**src/rtl/commit_controller.sv**
```systemverilog
// In-order retirement sequencer: turns each ready ROB head entry into exactly one
// commit (register write, store release handshake, or write followed by a flush).
module commit_controller #(
    parameter int XLEN          = 32,
    parameter int REG_CNT_WIDTH = 5
) (
    input  logic                     clk,
    input  logic                     rst,
    input  logic                     rdy,
    input  logic                     rob_head_valid,
    input  logic                     rob_head_ready,
    input  logic                     rob_head_wb,
    input  logic [REG_CNT_WIDTH-1:0] rob_head_rd,
    input  logic [XLEN-1:0]          rob_head_val,
    input  logic                     rob_head_store,
    input  logic                     rob_head_mispredict,
    input  logic [XLEN-1:0]          rob_head_target,
    input  logic                     rob_head_halt,
    input  logic                     lsb_store_done,
    output logic                     rob_commit,
    output logic                     rf_wr_en,
    output logic [REG_CNT_WIDTH-1:0] rf_wr_rd,
    output logic [XLEN-1:0]          rf_wr_val,
    output logic                     lsb_store_go,
    output logic                     flush,
    output logic [XLEN-1:0]          flush_pc,
    output logic                     halted,
    output logic [31:0]              instret,
    output logic [1:0]               dbg_state
);

    typedef enum logic [1:0] {
        S_RUN        = 2'd0,
        S_STORE_WAIT = 2'd1,
        S_FLUSH      = 2'd2,
        S_HALT       = 2'd3
    } state_t;

    state_t                   state_q, state_d;
    logic                     rob_commit_q, rob_commit_d;
    logic                     rf_wr_en_q, rf_wr_en_d;
    logic [REG_CNT_WIDTH-1:0] rf_wr_rd_q, rf_wr_rd_d;
    logic [XLEN-1:0]          rf_wr_val_q, rf_wr_val_d;
    logic                     lsb_store_go_q, lsb_store_go_d;
    logic                     flush_q, flush_d;
    logic [XLEN-1:0]          flush_pc_q, flush_pc_d;
    logic                     halted_q, halted_d;
    logic [31:0]              instret_q, instret_d;

    // The head is taken only when it is valid and ready and no commit is in flight:
    // the ROB pops on the edge that ends a rob_commit cycle, so during that cycle the
    // head still shows the entry just retired. The store handshake is a go pulse
    // followed by a level done that is only trusted once the go pulse has dropped.
    logic head_take;
    logic store_done_ok;

    assign head_take     = rob_head_valid && rob_head_ready && !rob_commit_q;
    assign store_done_ok = lsb_store_done && !lsb_store_go_q;

    always_ff @(posedge clk or negedge rst) begin
        if (!rst) begin
            state_q        <= S_RUN;
            rob_commit_q   <= 1'b0;
            rf_wr_en_q     <= 1'b0;
            rf_wr_rd_q     <= '0;
            rf_wr_val_q    <= '0;
            lsb_store_go_q <= 1'b0;
            flush_q        <= 1'b0;
            flush_pc_q     <= '0;
            halted_q       <= 1'b0;
            instret_q      <= '0;
        end else begin
            state_q        <= state_d;
            rob_commit_q   <= rob_commit_d;
            rf_wr_en_q     <= rf_wr_en_d;
            rf_wr_rd_q     <= rf_wr_rd_d;
            rf_wr_val_q    <= rf_wr_val_d;
            lsb_store_go_q <= lsb_store_go_d;
            flush_q        <= flush_d;
            flush_pc_q     <= flush_pc_d;
            halted_q       <= halted_d;
            instret_q      <= instret_d;
        end
    end

    always_comb begin
        state_d = state_q;
        if (rdy) begin
            case (state_q)
                S_RUN: begin
                    if (head_take) begin
                        if (rob_head_halt) begin
                            state_d = S_HALT;
                        end else if (rob_head_store) begin
                            state_d = S_STORE_WAIT;
                        end else if (rob_head_mispredict) begin
                            state_d = S_FLUSH;
                        end
                    end
                end
                S_STORE_WAIT: if (store_done_ok) state_d = S_RUN;
                S_FLUSH:      state_d = S_RUN;
                S_HALT:       state_d = S_HALT;
                default:      state_d = S_RUN;
            endcase
        end
    end

    // Pulses default low every cycle; latched data and counters hold unless updated.
    always_comb begin
        rob_commit_d   = 1'b0;
        rf_wr_en_d     = 1'b0;
        lsb_store_go_d = 1'b0;
        flush_d        = 1'b0;
        rf_wr_rd_d     = rf_wr_rd_q;
        rf_wr_val_d    = rf_wr_val_q;
        flush_pc_d     = flush_pc_q;
        halted_d       = halted_q;
        instret_d      = instret_q;
        if (rdy) begin
            case (state_q)
                S_RUN: begin
                    if (head_take) begin
                        if (rob_head_halt) begin
                            rob_commit_d = 1'b1;
                            halted_d     = 1'b1;
                        end else if (rob_head_store) begin
                            lsb_store_go_d = 1'b1;
                        end else begin
                            rob_commit_d = 1'b1;
                            rf_wr_en_d   = rob_head_wb && (rob_head_rd != '0);
                            rf_wr_rd_d   = rob_head_rd;
                            rf_wr_val_d  = rob_head_val;
                            instret_d    = instret_q + 32'd1;
                            if (rob_head_mispredict) begin
                                flush_pc_d = rob_head_target;
                            end
                        end
                    end
                end
                S_STORE_WAIT: begin
                    if (store_done_ok) begin
                        rob_commit_d = 1'b1;
                        instret_d    = instret_q + 32'd1;
                    end
                end
                S_FLUSH: flush_d = 1'b1;
                default: ;
            endcase
        end
    end

    assign rob_commit   = rob_commit_q;
    assign rf_wr_en     = rf_wr_en_q;
    assign rf_wr_rd     = rf_wr_rd_q;
    assign rf_wr_val    = rf_wr_val_q;
    assign lsb_store_go = lsb_store_go_q;
    assign flush        = flush_q;
    assign flush_pc     = flush_pc_q;
    assign halted       = halted_q;
    assign instret      = instret_q;
    assign dbg_state    = state_q;

endmodule

```
**config.mk**
```make
export PLATFORM = sky130hd
export DESIGN_NAME = commit_controller
export DESIGN_NICKNAME = d
export VERILOG_FILES = /design/src/rtl/commit_controller.sv
export SDC_FILE = /design/constraint.sdc
export NUM_CORES = 1
export LEC_CHECK = 0
export ABC_AREA = 1
export ABC_CLOCK_PERIOD_IN_PS = 2400
export CORE_MARGIN = 1.5
export CORE_UTILIZATION = 25
export CTS_BUF_LIST = sky130_fd_sc_hd__clkbuf_4 sky130_fd_sc_hd__clkbuf_8
export CTS_CLUSTER_SIZE = 25
export DETAILED_ROUTE_END_ITERATION = 6
export DONT_BUFFER_PORTS = 1
export GPL_TIMING_DRIVEN = 0
export PLACE_DENSITY = 0.43
export SLEW_MARGIN = 20
export SYNTH_ARGS = -nofsm -noshare
export SYNTH_HDL_FRONTEND = slang
export SYNTH_SLANG_ARGS = --single-unit
```
**constraint.sdc**
```tcl
create_clock -name clk -period 2.4 [get_ports clk]
set_input_delay 0.72 -clock clk [delete_from_list [all_inputs] [get_ports clk]]
set_output_delay 0.72 -clock clk [all_outputs]
set_load 0.1 [all_outputs]
```
==> impl_metrics.toml, run 1 <==
[drt]
dr.pass1.iters = 4
drc = 0
routedWlPerCell_um = 14.6
vias = 3851
viasPerCell = 4.33
routed_wl_um = 13000
antenna_left = 0
drt_iter0_drc = 142

[global_routing]
antenna_found_initial = 0
first_global_vias = 3870
grt_pass1_wl_um = 21100
grt_max_degree = 109
overflow = 0
grt_use_total_pct = 12.8

[finish]
areaGrowthSynthToFinish_pct = 10.6
regArea_um2 = 2720
fill_cells = 2126
drive_above_1_share_pct = 11.7
multi_input_area_um2 = 1830
num_antenna_cells = 0
final_area_um2 = 5570
final_nets = 700

[placed_design]
dpl-instance-area_um2 = 5370
numPortBuffers = 0
routabilityCongestion = 0.826
dpl.hpwl_um = 9830
dp_slack_ns = 0.00714

[flow_run]
cap_violations = 0

[timing]
fmax_mhz = 454
setup_ws_ns = 0.200
hold_violations = 0
worstMarginPinSlew_ns = 1.10
drv_slew = 0
tns_ns = 0
setup_viol = 0
clock_skew_ns = 0.0120
rsz0062_at_grt = "false"
min_period_ns = 2.20
fin_crit_sh_pct = 91.7
relSlewSlack_pct = 26.8

[clock_tree]
cts.sinks = 108
htree_levels = 3
cts_made_buffers = 9
path_clk_slew_ns = 0.11
cts_setup_buffers = 0
clock-root-buffer = "clkbuf_8"
clk_latency_ns = 0.39
cts_buffer_depth = 2
cts_tree = "yes"

[logic_synthesis]
synth-seq-cells = 108
yosysSeqAreaShare_pct = 53.7
synth_nets = 689
syn_area_per_cell_um2 = 8.27
synth.largest_area_cell = "dfrtp_1"
synth_cell_types = 29
synth_top_area_share_pct = 53.7
syn-cell-area_um2 = 5040
postSynthCellCount = 609
yosysWarnings = 0
synth.area.top_cells = "dfrtp_1 54%, nand2_1 14%, inv_1 7.4%"

[pwr]
leakage_nw = 2.71
ir_drop_v = 0.000514
power.density_nw_per_um2 = 1420

[die]
ios = 187
rows = 51
dieArea_um2 = 21000
coreArea_um2 = 19600
die_y_um = 145
initial_core_util_pct = 25.7
dieWidth_um = 145

[worst_setup_path]
arrival_ns = 1.48
r2r_setup_slack_ns = 0.21
crit_required_ns = 1.68
critPathKind = "flip-flop to output pin"
cp_max_fo = 6
setup.worst_path.start_class = "flip-flop"
cp-end-kind = "output pin"

[status]
status = "finished, final reports clean"

[worst_hold_path]
hp-class = "input pin to asynchronous set/reset pin"
[kinds of logic after synthesis]
logic type | Yosys count | share of synthesized area [%]
adders and majority gates | 1 | 0.248
xor gates and xnor gates | 16 | 2.78
DFF | 108 | 53.7
AOI/OAI and AO/OA | 80 | 8.15
and+or+nand+nor | 285 | 25.1
buffers and inverters | 119 | 10.1
[layer usage]
layer,up-vias,wire [µm],global-route usage (%),share of wire [%]
met5,-,0,0,0
met4,0,322,5.67,2.5
li1,1893,-,-,-
met2,122,6350,21.1,49
met1,1816,5430,15.1,42
met3,20,930,4.09,7.1
[area by class of cell]
class,instances,area share [%]
sequential,108,48.9
multi-input combinational,382,32.8
inverter,102,6.87
tap,265,5.95
buffer,17,2.27
clock buffer,9,2.22
clock inverter,7,1.06
[repair_timing]
| item | CTS | global route |
|---|---|---|
| endpoints found under the setup margin | 1 | 15 |
| resized for setup | 1 | 15 |
| gates cloned | 0 | 0 |
| endpoints found under the hold margin | 108 | 106 |
| pin swaps | 0 | 0 |
[per-stage QoR]
step	power, mW	instances	util (%)	hold slack [ns]
finish	7.93	890	28.4	0.0158
global route	8.27	890	28.4	-0.0294
CTS	8.04	890	28.3	-0.0299
detailed placement	6.90	874	27.4	0.427
global placement	6.86	874	27.4	0.428
floorplan	6.61	609	-	0.424
[synthesized netlist by cell type]
cell / count
o21ai_0: 11
nand3_1: 19
o21bai_1: 1
nand3b_1: 5
buf_4: 4
xor2_1: 9
nor2_8: 1
nor2_2: 3
inv_2: 3
nor2_4: 7
nor2_1: 45
nor3_1: 4
a21oi_1: 3
o21ai_2: 1
dfrtp_1: 108
ha_1: 1
nand4_4: 1
nand2_4: 1
buf_2: 8
a21oi_2: 1
nand2_2: 4
buf_6: 5
nor4_1: 1
o21ai_1: 63
nand3_2: 1
nand4_1: 10
xnor2_1: 7
inv_1: 99
nand2_1: 183
[sequential cells by signal, indices dropped and copies added, names as in the netlist]
| register | flops |
|---|---|
| rf_wr_en | 1 |
| dbg_state | 2 |
| rf_wr_rd | 5 |
| flush_pc | 32 |
| lsb_store_go | 1 |
| rf_wr_val | 32 |
| flush | 1 |
| halted | 1 |
| rob_commit | 1 |
| instret | 32 |
[where the power goes]
group | total [mW] | switching, mW | internal, mW | leakage [nW]
Sequential | 6.05 | 3.85 | 2.20 | 1.43
Combinational | 0.786 | 0.451 | 0.335 | 1.18
Clock | 1.10 | 0.705 | 0.395 | 0.0921
Total | 7.93 | 5.00 | 2.93 | 2.71
[cells in the final DEF, fill, tap and decap left out, types with 3 or more instances in the layout]
master | netlist | layout
a21oi_1 | 3 | 3
buf_2 | 8 | 8
buf_4 | 4 | 4
buf_6 | 5 | 5
clkbuf_8 | 0 | 9
dfrtp_1 | 108 | 91
dfrtp_2 | 0 | 17
inv_1 | 99 | 99
inv_2 | 3 | 3
nand2_1 | 183 | 183
nand2_2 | 4 | 4
nand3_1 | 19 | 19
nand3b_1 | 5 | 5
nand4_1 | 10 | 10
nor2_1 | 45 | 45
nor2_2 | 3 | 3
nor2_4 | 7 | 7
nor3_1 | 4 | 4
o21ai_0 | 11 | 11
o21ai_1 | 63 | 63
xnor2_1 | 7 | 7
xor2_1 | 9 | 9
[final timing paths]
kind / cells after the start / startpoint / end
worst max-delay path: 0 / instret[24]$_DFFE_PN0P_ / instret[24]
worst min-delay path: 0 / rst / flush_pc[14]$_DFFE_PN0P_
worst max register to register: 6 / instret[3]$_DFFE_PN0P_ / instret[14]$_DFFE_PN0P_
worst min register to register: 2 / instret[11]$_DFFE_PN0P_ / instret[11]$_DFFE_PN0P_
max in group asynchronous: 0 / rst / instret[8]$_DFFE_PN0P_
min in group clk: 1 / rob_head_halt / lsb_store_go$_DFF_PN0_
Power figures use the tool's default switching activity.
==> run 2: changes to the inputs <==
Settings changed: CAP_MARGIN set to 20.
==> results of run 2 <==
Final layout, timing and power as in run 1 (identical DEF).
==> run 3: changes to the inputs <==
Settings changed: ABC_AREA 1 to unset, CORE_UTILIZATION 25 to 55, PLACE_DENSITY 0.43 to 0.75.
==> run 3 against run 2 <==
Via count is 32% lower; clock skew hardly changed; cell count is 51% lower; hold slack better by 0.021 ns.
==> impl_metrics.toml, run 3 <==
[clock_tree]
htree_levels = 3
path_clk_slew_ns = 0.11
cts_made_buffers = 9
clock-root-buffer = "clkbuf_8"
cts_buffer_depth = 2
cts_setup_buffers = 0
cts.sinks = 108
cts_resized = 19
cts_tree = "yes"
clk_latency_ns = 0.36
cts_hold_buf = 0

[worst_setup_path]
critPathKind = "flip-flop to flip-flop"
cp-end-kind = "flip-flop"
crit_required_ns = 2.65
cp_max_fo = 10
setup.worst_path.start_class = "flip-flop"
arrival_ns = 2.52

[logic_synthesis]
synth_common_cells = "108 x dfrtp_1, 70 x mux2_2, 27 x xor2_1, 12 x nand4_1, 12 x nor4_1"
yosys.area_share.simple_pct = 12.3
syn_area_per_cell_um2 = 14.1
yosysWarnings = 0
synth_fa_ha_area_share_pct = 0.281
syn-cell-area_um2 = 4450
synth_flop_cell = "dfrtp_1"
synth_cell_types = 35
muxShareOfSynthArea_pct = 17.7
synth_compound_area_share_pct = 1.32
synthArstFlopShare_pct = 100
synth_top_area_share_pct = 60.7
yosysSeqAreaShare_pct = 60.7
synth-edff-count = 0
postSynthCellCount = 315
synth-seq-cells = 108
synth_xor_area_share_pct = 6.10
synth.largest_area_cell = "dfrtp_1"
synth.area.top_cells = "dfrtp_1 61%, mux2_2 18%, xor2_1 5.3%"
synth_top_family_by_area = "multiplexers"
synth_nets = 395
synth_most_common_cell = "dfrtp_1"

[global_routing]
first_global_vias = 2637
overflow = 0
grt_pass1_wl_um = 14000
grt_max_degree = 109
grt_use_total_pct = 21.2
antenna_found_initial = 0

[placed_design]
dpl.hpwl_um = 6610
dpl-instance-area_um2 = 4580
routabilityCongestion = 0.773
dp_slack_ns = -0.239
numPortBuffers = 0

[timing]
fmax_mhz = 440
drv_slew = 0
setup_viol = 0
hold_violations = 0
relSlewSlack_pct = 26.7
rsz0062_at_grt = "false"
fin_crit_sh_pct = 94.7
clock_skew_ns = 0.0115
setup_ws_ns = 0.127
worstMarginPinSlew_ns = 1.10
min_period_ns = 2.27

[finish]
most-common-layout-cells = "80 x dfrtp_1, 70 x mux2_2, 27 x xor2_1, 21 x dfrtp_2"
mostFrequentLayoutCell = "dfrtp_1"
final_area_um2 = 4860
num_antenna_cells = 0
drive_above_1_share_pct = 39.9
areaGrowthSynthToFinish_pct = 9.22
final_nets = 406

[pwr]
leakage_nw = 2.28
ir_drop_v = 0.000687
power.density_nw_per_um2 = 1470

[drt]
routed_wl_um = 9000
dr.pass1.iters = 4
top_layer_used = "met4"
wl_met3_um = 826
drt-met1-wl_um = 3310
drt_iter0_drc = 71
vias = 2611
drc = 0
wl_met2_um = 4700
viasPerCell = 6.03
antenna_left = 0
routedWlPerCell_um = 20.8

[die]
dieArea_um2 = 8640
initial_core_util_pct = 57.3
rows = 32
dieWidth_um = 93.0
die_y_um = 93.0
ios = 187
coreArea_um2 = 7770

[flow_run]
cap_violations = 0

[worst_hold_path]
hp-class = "input pin to asynchronous set/reset pin"

[status]
status = "finished, final reports clean"
[run 3: cell types whose count changed after synthesis, moves of 8 or more]
cell | previous run | this run
inv_1 | 99 | 3
mux2_2 | 0 | 70
nand3_1 | 19 | 8
xor2_1 | 9 | 27
o21ai_1 | 63 | 0
o21ai_0 | 11 | 3
nor4_1 | 1 | 12
nand2_1 | 183 | 9
nor2_1 | 45 | 3
[run 3: area by class of cell]
cell class	instances	area (µm²)
plain buffers	12	58.8
well taps	102	128
clock inverters	7	106
multi-input cells	192	1680
clock buffers	9	124
inverters	3	11.3
fillers	604	2910
flip-flops and latches	108	2760
[run 3: cell families (layout without fill, tap and decap cells)]
family / Yosys count / in the layout
AO/OA/AOI/OAI: 9 / 9
adder cells (fa/ha/maj): 1 / 1
XOR/XNOR: 31 / 31
buffers and inverters: 15 / 31
multiplexers: 70 / 70
AND/OR/NAND/NOR: 81 / 81
flip-flops: 108 / 108
[run 3: critical path, stage by stage, from the launching register on]
cell	delay [ns]
dfrtp_2	0.77
and4bb_2	0.31
a32oi_1	0.40
buf_2	0.33
mux2_2	0.36
[run 3: final timing paths]
check | startpoint | endpoint | slack, ns | cells past startpoint
worst max-delay path | dbg_state[1]$_DFFE_PN0P_ | instret[1]$_DFFE_PN0P_ | 0.13 | 4
worst max register to register | dbg_state[1]$_DFFE_PN0P_ | instret[1]$_DFFE_PN0P_ | 0.13 | 4
worst min register to register | instret[5]$_DFFE_PN0P_ | instret[5]$_DFFE_PN0P_ | 0.77 | 1
worst min-delay path | rst | flush_pc[13]$_DFFE_PN0P_ | 0.04 | 0
min in group clk | rob_head_halt | lsb_store_go$_DFF_PN0_ | 0.43 | 1
max in group asynchronous | rst | instret[1]$_DFFE_PN0P_ | 2.23 | 0
[run 3: where the power goes]
group | total [mW] | leakage [nW] | switching [mW] | internal, mW
Sequential | 5.43 | 1.37 | 3.26 | 2.17
Combinational | 0.492 | 0.789 | 0.172 | 0.320
Clock | 1.23 | 0.116 | 0.627 | 0.605
[run 3: per-layer routing]
| metal | track usage [%] | up-vias |
|---|---|---|
| met5 | 0 | - |
| met3 | 7.06 | 13 |
| met1 | 24.7 | 1297 |
| met4 | 9.60 | 0 |
| li1 | - | 1161 |
| met2 | 35.5 | 140 |
[run 3: stage by stage]
stage	power (mW)	cells	hold WS (ns)	setup TNS [ns]	util, %
after floorplan	5.77	315	0.424	0	-
after global placement	5.90	417	0.426	-6.99	58.9
after detailed placement	5.95	417	0.426	-7.57	58.9
after CTS	7.18	433	0.0182	0	62.2
after global routing	7.37	433	0.00758	0	62.6
final	7.15	433	0.0369	0	62.6
